File: src/rtl/branch_dispatch_if.sv
// Signal bundle between the branch dispatcher and its neighbours: decoder,
// register file/status table, ROB allocator, branch unit and branch station.
interface branch_dispatch_if #(
  parameter int XLEN  = 32,
  parameter int TAG_W = 4,
  parameter int OP_W  = 6
);
  logic             dec_valid;
  logic             dec_ready;
  logic [OP_W-1:0]  dec_op;
  logic [4:0]       dec_rs1;
  logic [4:0]       dec_rs2;
  logic [XLEN-1:0]  dec_pc;
  logic [XLEN-1:0]  dec_imm;
  logic [4:0]       rf_addr1;
  logic [4:0]       rf_addr2;
  logic [XLEN-1:0]  rf_val1;
  logic [XLEN-1:0]  rf_val2;
  logic [TAG_W-1:0] rf_tag1;
  logic [TAG_W-1:0] rf_tag2;
  logic             rob_alloc_req;
  logic             rob_alloc_ok;
  logic [TAG_W-1:0] rob_alloc_tag;
  logic [TAG_W-1:0] bu_target;
  logic             flush;
  logic [TAG_W-1:0] rs_target;
  logic [XLEN-1:0]  rs_val1;
  logic [XLEN-1:0]  rs_val2;
  logic [TAG_W-1:0] rs_tag1;
  logic [TAG_W-1:0] rs_tag2;
  logic [XLEN-1:0]  rs_pc_addr;
  logic [XLEN-1:0]  rs_offset;
  logic [OP_W-1:0]  rs_op;
  logic             credit_err;

  modport slave (
    input  dec_valid, dec_op, dec_rs1, dec_rs2, dec_pc, dec_imm,
    input  rf_val1, rf_val2, rf_tag1, rf_tag2,
    input  rob_alloc_ok, rob_alloc_tag, bu_target, flush,
    output dec_ready, rf_addr1, rf_addr2, rob_alloc_req,
    output rs_target, rs_val1, rs_val2, rs_tag1, rs_tag2,
    output rs_pc_addr, rs_offset, rs_op, credit_err
  );

  modport master (
    output dec_valid, dec_op, dec_rs1, dec_rs2, dec_pc, dec_imm,
    output rf_val1, rf_val2, rf_tag1, rf_tag2,
    output rob_alloc_ok, rob_alloc_tag, bu_target, flush,
    input  dec_ready, rf_addr1, rf_addr2, rob_alloc_req,
    input  rs_target, rs_val1, rs_val2, rs_tag1, rs_tag2,
    input  rs_pc_addr, rs_offset, rs_op, credit_err
  );
endinterface

File: src/rtl/branch_dispatch.sv
// Single-entry branch dispatch buffer: holds one decoded branch, allocates a
// ROB tag, and emits one reservation-station entry, gated by a credit count.
module branch_dispatch #(
  parameter int XLEN     = 32,
  parameter int TAG_W    = 4,
  parameter int OP_W     = 6,
  parameter int RS_DEPTH = 8
) (
  input  logic              i_clk,
  input  logic              i_rst_n,
  branch_dispatch_if.slave  bus
);
  localparam int               CW          = $clog2(RS_DEPTH + 1);
  localparam logic [TAG_W-1:0] TAG_INVALID = {TAG_W{1'b1}};
  localparam logic [CW-1:0]    CRED_MAX    = CW'(RS_DEPTH);

  typedef enum logic [1:0] {S_IDLE, S_HELD, S_STALL} state_t;

  state_t           r_state, w_state_next;
  logic [CW-1:0]    r_credits, w_credits_next;
  logic             r_err, w_err_next;
  logic [OP_W-1:0]  r_op;
  logic [4:0]       r_rs1, r_rs2;
  logic [XLEN-1:0]  r_pc, r_imm;

  logic             w_held, w_req, w_dispatch, w_ready, w_accept, w_return, w_full_next;
  logic [XLEN-1:0]  w_val1, w_val2;
  logic [TAG_W-1:0] w_tag1, w_tag2;

  // STALL implies zero credits, so only HELD may request a ROB entry.
  assign w_held     = (r_state != S_IDLE);
  assign w_req      = (r_state == S_HELD) && (r_credits != '0) && !bus.flush;
  assign w_dispatch = w_req && bus.rob_alloc_ok;
  assign w_ready    = (!w_held || w_dispatch) && !bus.flush;
  assign w_accept   = bus.dec_valid && w_ready;
  assign w_return   = (bus.bu_target != TAG_INVALID);

  assign bus.dec_ready     = w_ready;
  assign bus.rob_alloc_req = w_req;
  assign bus.rf_addr1      = r_rs1;
  assign bus.rf_addr2      = r_rs2;
  assign bus.credit_err    = r_err;

  // x0 never has a pending producer and always reads as zero.
  assign w_val1 = (r_rs1 == 5'd0) ? '0 : bus.rf_val1;
  assign w_val2 = (r_rs2 == 5'd0) ? '0 : bus.rf_val2;
  assign w_tag1 = (r_rs1 == 5'd0) ? TAG_INVALID : bus.rf_tag1;
  assign w_tag2 = (r_rs2 == 5'd0) ? TAG_INVALID : bus.rf_tag2;

  always_comb begin
    w_credits_next = r_credits;
    w_err_next     = r_err;
    w_full_next    = w_held;
    w_state_next   = r_state;
    if (w_dispatch && !w_return) begin
      w_credits_next = r_credits - CW'(1);
    end else if (!w_dispatch && w_return) begin
      if (r_credits == CRED_MAX) w_err_next     = 1'b1;
      else                       w_credits_next = r_credits + CW'(1);
    end
    if (bus.flush)       w_full_next = 1'b0;
    else if (w_accept)   w_full_next = 1'b1;
    else if (w_dispatch) w_full_next = 1'b0;
    if (!w_full_next)              w_state_next = S_IDLE;
    else if (w_credits_next == '0) w_state_next = S_STALL;
    else                           w_state_next = S_HELD;
  end

  always_ff @(posedge i_clk or negedge i_rst_n) begin
    if (!i_rst_n) begin
      r_state   <= S_IDLE;
      r_credits <= CRED_MAX;
      r_err     <= 1'b0;
      r_op      <= '0;
      r_rs1     <= '0;
      r_rs2     <= '0;
      r_pc      <= '0;
      r_imm     <= '0;
    end else begin
      r_state   <= w_state_next;
      r_credits <= w_credits_next;
      r_err     <= w_err_next;
      if (w_accept) begin
        r_op  <= bus.dec_op;
        r_rs1 <= bus.dec_rs1;
        r_rs2 <= bus.dec_rs2;
        r_pc  <= bus.dec_pc;
        r_imm <= bus.dec_imm;
      end
    end
  end

  // Station outputs: a valid target is a one-cycle pulse; payload holds otherwise.
  always_ff @(posedge i_clk or negedge i_rst_n) begin
    if (!i_rst_n) begin
      bus.rs_target  <= TAG_INVALID;
      bus.rs_val1    <= '0;
      bus.rs_val2    <= '0;
      bus.rs_tag1    <= '0;
      bus.rs_tag2    <= '0;
      bus.rs_pc_addr <= '0;
      bus.rs_offset  <= '0;
      bus.rs_op      <= '0;
    end else if (w_dispatch) begin
      bus.rs_target  <= bus.rob_alloc_tag;
      bus.rs_val1    <= w_val1;
      bus.rs_val2    <= w_val2;
      bus.rs_tag1    <= w_tag1;
      bus.rs_tag2    <= w_tag2;
      bus.rs_pc_addr <= r_pc;
      bus.rs_offset  <= r_imm;
      bus.rs_op      <= r_op;
    end else begin
      bus.rs_target  <= TAG_INVALID;
    end
  end
endmodule
File: src/flat_wrapper.sv
// flat-port wrapper written by rule: the top's interface ports become plain ports
module branch_dispatch_flat 
#(
  parameter int XLEN     = 32,
  parameter int TAG_W    = 4,
  parameter int OP_W     = 6,
  parameter int RS_DEPTH = 8
)
  (i_clk, i_rst_n, bus_dec_valid, bus_dec_op, bus_dec_rs1, bus_dec_rs2, bus_dec_pc, bus_dec_imm, bus_rf_val1, bus_rf_val2, bus_rf_tag1, bus_rf_tag2, bus_rob_alloc_ok, bus_rob_alloc_tag, bus_bu_target, bus_flush, bus_dec_ready, bus_rf_addr1, bus_rf_addr2, bus_rob_alloc_req, bus_rs_target, bus_rs_val1, bus_rs_val2, bus_rs_tag1, bus_rs_tag2, bus_rs_pc_addr, bus_rs_offset, bus_rs_op, bus_credit_err);
  branch_dispatch_if #(.XLEN(XLEN), .TAG_W(TAG_W), .OP_W(OP_W)) bus_i ();
  input  logic i_clk;
  input  logic i_rst_n;
  input wire logic [$bits(bus_i.dec_valid)-1:0] bus_dec_valid;
  input wire logic [$bits(bus_i.dec_op)-1:0] bus_dec_op;
  input wire logic [$bits(bus_i.dec_rs1)-1:0] bus_dec_rs1;
  input wire logic [$bits(bus_i.dec_rs2)-1:0] bus_dec_rs2;
  input wire logic [$bits(bus_i.dec_pc)-1:0] bus_dec_pc;
  input wire logic [$bits(bus_i.dec_imm)-1:0] bus_dec_imm;
  input wire logic [$bits(bus_i.rf_val1)-1:0] bus_rf_val1;
  input wire logic [$bits(bus_i.rf_val2)-1:0] bus_rf_val2;
  input wire logic [$bits(bus_i.rf_tag1)-1:0] bus_rf_tag1;
  input wire logic [$bits(bus_i.rf_tag2)-1:0] bus_rf_tag2;
  input wire logic [$bits(bus_i.rob_alloc_ok)-1:0] bus_rob_alloc_ok;
  input wire logic [$bits(bus_i.rob_alloc_tag)-1:0] bus_rob_alloc_tag;
  input wire logic [$bits(bus_i.bu_target)-1:0] bus_bu_target;
  input wire logic [$bits(bus_i.flush)-1:0] bus_flush;
  output wire logic [$bits(bus_i.dec_ready)-1:0] bus_dec_ready;
  output wire logic [$bits(bus_i.rf_addr1)-1:0] bus_rf_addr1;
  output wire logic [$bits(bus_i.rf_addr2)-1:0] bus_rf_addr2;
  output wire logic [$bits(bus_i.rob_alloc_req)-1:0] bus_rob_alloc_req;
  output wire logic [$bits(bus_i.rs_target)-1:0] bus_rs_target;
  output wire logic [$bits(bus_i.rs_val1)-1:0] bus_rs_val1;
  output wire logic [$bits(bus_i.rs_val2)-1:0] bus_rs_val2;
  output wire logic [$bits(bus_i.rs_tag1)-1:0] bus_rs_tag1;
  output wire logic [$bits(bus_i.rs_tag2)-1:0] bus_rs_tag2;
  output wire logic [$bits(bus_i.rs_pc_addr)-1:0] bus_rs_pc_addr;
  output wire logic [$bits(bus_i.rs_offset)-1:0] bus_rs_offset;
  output wire logic [$bits(bus_i.rs_op)-1:0] bus_rs_op;
  output wire logic [$bits(bus_i.credit_err)-1:0] bus_credit_err;
  assign bus_i.dec_valid = bus_dec_valid;
  assign bus_i.dec_op = bus_dec_op;
  assign bus_i.dec_rs1 = bus_dec_rs1;
  assign bus_i.dec_rs2 = bus_dec_rs2;
  assign bus_i.dec_pc = bus_dec_pc;
  assign bus_i.dec_imm = bus_dec_imm;
  assign bus_i.rf_val1 = bus_rf_val1;
  assign bus_i.rf_val2 = bus_rf_val2;
  assign bus_i.rf_tag1 = bus_rf_tag1;
  assign bus_i.rf_tag2 = bus_rf_tag2;
  assign bus_i.rob_alloc_ok = bus_rob_alloc_ok;
  assign bus_i.rob_alloc_tag = bus_rob_alloc_tag;
  assign bus_i.bu_target = bus_bu_target;
  assign bus_i.flush = bus_flush;
  assign bus_dec_ready = bus_i.dec_ready;
  assign bus_rf_addr1 = bus_i.rf_addr1;
  assign bus_rf_addr2 = bus_i.rf_addr2;
  assign bus_rob_alloc_req = bus_i.rob_alloc_req;
  assign bus_rs_target = bus_i.rs_target;
  assign bus_rs_val1 = bus_i.rs_val1;
  assign bus_rs_val2 = bus_i.rs_val2;
  assign bus_rs_tag1 = bus_i.rs_tag1;
  assign bus_rs_tag2 = bus_i.rs_tag2;
  assign bus_rs_pc_addr = bus_i.rs_pc_addr;
  assign bus_rs_offset = bus_i.rs_offset;
  assign bus_rs_op = bus_i.rs_op;
  assign bus_credit_err = bus_i.credit_err;
  branch_dispatch #(.XLEN(XLEN), .TAG_W(TAG_W), .OP_W(OP_W), .RS_DEPTH(RS_DEPTH)) u_core (.i_clk(i_clk), .i_rst_n(i_rst_n), .bus(bus_i));
endmodule
File: config.mk
export PLATFORM = sky130hd
export DESIGN_NAME = branch_dispatch_flat
export DESIGN_NICKNAME = d
export VERILOG_FILES = /design/src/rtl/branch_dispatch_if.sv /design/src/rtl/branch_dispatch.sv /design/src/flat_wrapper.sv
export SDC_FILE = /design/constraint.sdc
export NUM_CORES = 1
export LEC_CHECK = 0
export BUFFER_PORTS_ARGS = -buffer_cell sky130_fd_sc_hd__buf_4
export CORE_ASPECT_RATIO = 1.1
export CORE_MARGIN = 2
export CORE_UTILIZATION = 53
export CTS_CLUSTER_DIAMETER = 120
export DETAILED_ROUTE_END_ITERATION = 6
export GPL_TIMING_DRIVEN = 0
export PLACE_DENSITY = 0.91
export SYNTH_ARGS = -nofsm -noshare
export SYNTH_HDL_FRONTEND = slang
export SYNTH_SLANG_ARGS = --single-unit
File: constraint.sdc
create_clock -name i_clk -period 4.6 [get_ports i_clk]
set_input_delay 0.46 -clock i_clk [delete_from_list [all_inputs] [get_ports i_clk]]
set_output_delay 0.46 -clock i_clk [all_outputs]
set_load 0.03 [all_outputs]
### Yosys cells after proc, flatten, opt, wreduce, memory -nomap -nowiden

Cells that the tools add are included.

* register bits after elaboration: 233
* bits of input ports: 165
* output and inout port bits: 159
* word-level logic and storage cells: 53

* $add $sub $neg: 2
* equal/unequal tests: 3
* mux-type cells: 13
* bitwise operators: 1
* reductions and logical operators: 18

Operator list (count)
* 32-bit 2-to-1 mux: 2
* 4-bit 2-to-1 mux: 6
* 5-bit logical NOT: 2
* 1-bit logical AND: 7
* 4-bit by 1-bit adder with 4-bit output, second input constant: 1
* 4-bit == test, second input constant: 1
* 1-bit logical NOT: 4
* 4-bit logical NOT: 1
* 2-bit 2-to-1 mux: 2
* 4-bit != test, second input constant: 1
* 4-bit nonzero test: 1
* 4-bit by 1-bit subtractor with 4-bit output, second input constant: 1
* 1-bit 2-to-1 mux: 3
* 3-bit AND reduction: 1
* 2-bit by 1-bit == test with 1-bit output, second input constant: 1
* 2-bit nonzero test: 1
* 1-bit logical OR: 1
* 1-bit NOT: 1

### Depth between registers and ports, before layout

* depth after elaboration: 11
* gate-level depth with buffers: 9
* gate-level depth less buffers: 7

### Least setup slack after synthesis

No wires, ideal clock.

* path type: register -> register
* from: register u_core.r_credits[0]
* to: register u_core.r_rs1[0] (netlist: u_core.bus.rf_addr1[0])
* library setup time: 125 ps
* arrival time: 2331 ps
* data required time: 4475 ps
* slack: 2144 ps
* stages on the path, launching flop included: 10
* period minus slack after synthesis: 2456 ps
* path through: dfrtp_1 -> inv_1 -> ha_1 -> or3b_4 -> nand2_1 -> a21oi_1 -> and2_1 -> buf_4 -> buf_6 -> mux2_4

* cells in the longest elaborated chain, start to end: 7

RTL lines
* start, declared: RTL line branch_dispatch.sv:20 `logic [CW-1:0] r_credits, w_credits_next;`
* start signal, assigned: RTL line branch_dispatch.sv:81 `r_credits <= w_credits_next;`
* 4-bit nonzero test: RTL line branch_dispatch.sv:32 `assign w_req = (r_state == S_HELD) && (r_credits != '0) && !bus.flush;`
* 1-bit logical AND (2 in a row): RTL line branch_dispatch.sv:32
* 1-bit logical AND: RTL line branch_dispatch.sv:33 `assign w_dispatch = w_req && bus.rob_alloc_ok;`
* 1-bit logical OR: RTL line branch_dispatch.sv:34 `assign w_ready = (!w_held || w_dispatch) && !bus.flush;`
* 1-bit logical AND: RTL line branch_dispatch.sv:34
* net bus_dec_ready: RTL line flat_wrapper.sv:27 `output wire logic [$bits(bus_i.dec_ready)-1:0] bus_dec_ready;`
* 1-bit logical AND: RTL line branch_dispatch.sv:35 `assign w_accept = bus.dec_valid && w_ready;`
* end signal, assigned: RTL line branch_dispatch.sv:85 `r_rs1 <= bus.dec_rs1;`
* end, declared: RTL line branch_dispatch.sv:23 `logic [4:0] r_rs1, r_rs2;`

The timed path passes the listed nets, and every way through them passes these cells.
A chain may end at the register's enable or synchronous reset.

### Worst setup path after layout

* from: register u_core.r_credits[0]
* to: register u_core.bus.rs_pc_addr[15]

* cells in the longest elaborated chain, start to end: 4

RTL lines
* 4-bit nonzero test: RTL line branch_dispatch.sv:32
* 1-bit logical AND (2 in a row): RTL line branch_dispatch.sv:32
* 1-bit logical AND: RTL line branch_dispatch.sv:33
* end signal, assigned: RTL line branch_dispatch.sv:110 `bus.rs_pc_addr <= r_pc;`
* end, declared: RTL line branch_dispatch_if.sv:42 `output rs_pc_addr, rs_offset, rs_op, credit_err`

No other way between the ends.

==> results_dict.tcl <==
set metrics [dict create \
    reg2reg_slack_ns 1.82 \
    period_share_pct 60.4 \
    postRouteAntennaNets 0 \
    worst_path_most_repeated_cell "nand2_1" \
    die_area_sq_mm 0.0181 \
    grt_pass1_vias 7135 \
    coreArea_sq_mm 0.0169 \
    timing.hold.ws_ns -0.00819 \
    finClkSkew_ns 0.0139 \
    grt_pass1_wl_um 39000 \
    cts.path.max_buffers 3 \
    cap_violations 0 \
    async_flop_share_pct 100 \
    cp-end-kind "flip-flop" \
    die_width_um 129 \
    met1_length_um 10100 \
    ys_warn_count 0 \
    syn_inst 686 \
    synth_cell_types 39 \
    drc 0 \
    slew_violations 0 \
    worst-path-max-fanout 10 \
    drive_gt1_share_pct 44.9 \
    hold_viol_final 4 \
    ys_seq_area_share_pct 64.5 \
    ioPinCount 324 \
    dominantRegCellSynth "dfrtp_1" \
    clkLatencyLatePin_ns 0.50 \
    port_buffers 323 \
    r2r-start "u_core.r_credits[0]" \
    syn-num-nets 853 \
    instances_no_fill 1262 \
    wl_met3_um 1560 \
    grt.total_usage_pct 27.6 \
    synth_top_cell_area_share_pct 63.0 \
    ir_drop_mv 0.573 \
    syn_area_per_cell_sq_um 13.2 \
    globalplace.congestion 0.807 \
    drtIter0Drc 396 \
    synth_edf_count 0 \
    num-fill-cells 1078 \
    worstReg2RegEnd "u_core.bus.rs_pc_addr[15]" \
    cts.sinks 233 \
    wl_um 25600 \
    ys_ff_latch 233 \
    cts_resized 0 \
    tns_ns 0 \
    crit_arrival_ns 3.22 \
    required_ns 5.04 \
    dp.final_hpwl_um 17700 \
    routed.top_layer "met4" \
    synthTopCellsByArea "dfrtp_1 63%, mux2_4 13%, nand2_1 8.8%" \
    synth_area_sq_mm 0.00905 \
    placedCellCount 1218 \
    fin_crit_ns 2.78 \
    synth.most_common_cell "dfrtp_1" \
    grt-ovfl-total 0 \
    cp_slowest_stage_delay_ns 0.75 \
    cts_made_buffers 24 \
    worst_pin_slew_ns 0.963 \
    cts_hold_buf 0 \
    violations "negative hold slack" \
    path_clk_slew_ns 0.07 \
    critPathKind "reg2reg" \
    nets 1203 \
    syn_to_final_growth_pct 39.9 \
    via_per_inst 5.41 \
    wl_met2_um 13300 \
    wire_per_inst_um 20.3 \
    cts_tree "yes" \
    vias 6824 \
    clock-root-buffer "clkbuf_16" \
    outcome "finished, violations left" \
    dieHeight_um 141 \
    multi_input_area_sq_mm 0.00299 \
    cts_setup_buffers 0 \
    p_per_area_mw_per_mm2 768 \
    slew-limit-headroom_pct 35.6 \
    total_power_mw 9.72 \
    fin_util_pct 74.9 \
    rsz0062_at_grt "no" \
    p_leak_nw 6.51 \
    ff_latch_area_sq_mm 0.00584 \
    fmax_mhz 360 \
    startpoint_type "flip-flop" \
    yosysTopAreaCell "dfrtp_1" \
    cp_cell_sequence "inv_1 -> ha_1 -> nor3b_2 -> nor2_1 -> buf_2 -> buf_1 -> nand2_1 -> nand2_1" \
    start_util_pct 53.6 \
    htreeDepth 1 \
    antenna_found_initial 0 \
    critPathSlowestCell "nor2_1" \
    placementRows 50 \
    finalSetupViolCount 0 \
    grt_max_degree 118 \
    antenna_cells 0 \
    synth.top_cells.by_count "228 x dfrtp_1, 212 x nand2_1, 80 x mux2_4" \
    r2r_cells 8 \
    hold_class "in2async" \
    firstDrtPassIters 4 \
]
-- layer usage --
layer	vias up	GRT usage [%]
li1	3045	-
met1	3446	36.1
met2	277	47.1
met3	56	4.93
met4	0	8.64
met5	-	0
-- cells by family after synthesis --
| family | after synthesis | share of synthesized area [%] |
|---|---|---|
| AO/OA/AOI/OAI | 86 | 7.98 |
| XOR/XNOR | 1 | 0.0968 |
| adder cells (fa/ha/maj) | 2 | 0.276 |
| buffers and inverters | 40 | 2.49 |
| flip-flops | 233 | 64.5 |
| multiplexers | 83 | 13.6 |
| AND/OR/NAND/NOR | 241 | 11.1 |
-- layout by cell type (no fill, tap or decap), drive strengths merged, types with 3 or more instances in the layout --
cell / n
or3: 5
clkinv: 6
nor2: 6
a21oi: 5
buf: 349
dfstp: 5
clkbuf: 46
bufinv: 5
dfrtp: 228
o21ai: 3
a22o: 65
mux2: 81
o22a: 8
nand2: 212
-- flip-flops by register name (all words and copies together) (netlist names), 5 cells and up --
register               flops
u_core.r_op                6
u_core.bus.rf_addr1        5
u_core.bus.rf_addr2        5
u_core.bus.rs_val1        32
u_core.bus.rs_pc_addr     32
u_core.r_pc               32
u_core.bus.rs_val2        32
u_core.bus.rs_op           6
u_core.bus.rs_offset      32
u_core.r_imm              32
-- cell type report --
class | instances | area share, %
Multi-Input combinational cell | 413 | 23.6
Sequential cell | 233 | 46.1
Inverter | 2 | 0.0593
Buffer | 38 | 1.72
Clock buffer | 33 | 5.50
Clock inverter | 11 | 1.51
Timing Repair Buffer | 324 | 19.4
Tap cell | 208 | 2.06
-- critical path: cells and delay by family (launching register included) --
| kind | cells | cell delay (ns) |
|---|---|---|
| AND/OR/NAND/NOR | 4 | 1.18 |
| flip-flops | 1 | 0.42 |
| adder cells (fa/ha/maj) | 1 | 0.24 |
| buffers and inverters | 3 | 0.86 |
-- worst max-delay path by stage --
stage / start / endpoint / slack [ns] / cells after the start
6_report: u_core.r_credits[0] / u_core.bus.rs_pc_addr[15] / 1.82 / 8
5_1_grt: u_core.r_credits[1] / u_core.bus.rs_pc_addr[15] / 1.64 / 8
2_1_floorplan: u_core.r_credits[0] / u_core.bus.rf_addr1[0] / 2.14 / 9
3_5_place_dp: u_core.r_credits[1] / u_core.bus.rs_pc_addr[17] / 1.85 / 8
3_3_place_gp: i_rst_n / u_core.bus.rs_val2[21] / 1.38 / 1
4_1_cts: u_core.r_credits[1] / u_core.bus.rs_pc_addr[15] / 1.83 / 8
-- per-stage QoR --
step / hold WS, ns / area (sq um) / worst slack [ns]
after CTS: 0.0449 / 12700 / 1.83
after floorplan: 0.164 / 9050 / 2.14
after detailed placement: 0.455 / 11800 / 1.85
after global placement: 0.443 / 11700 / 1.38
after global routing: 0.0839 / 12700 / 1.64
final: -0.00819 / 12700 / 1.82
-- power by group --
| part | leakage [nW] | internal [mW] | switching, mW |
|---|---|---|---|
| Sequential | 2.82 | 2.96 | 0.605 |
| Clock | 0.439 | 1.34 | 0.801 |
| Combinational | 3.25 | 1.72 | 2.30 |
No activity file was read; power rests on OpenSTA's default activity.
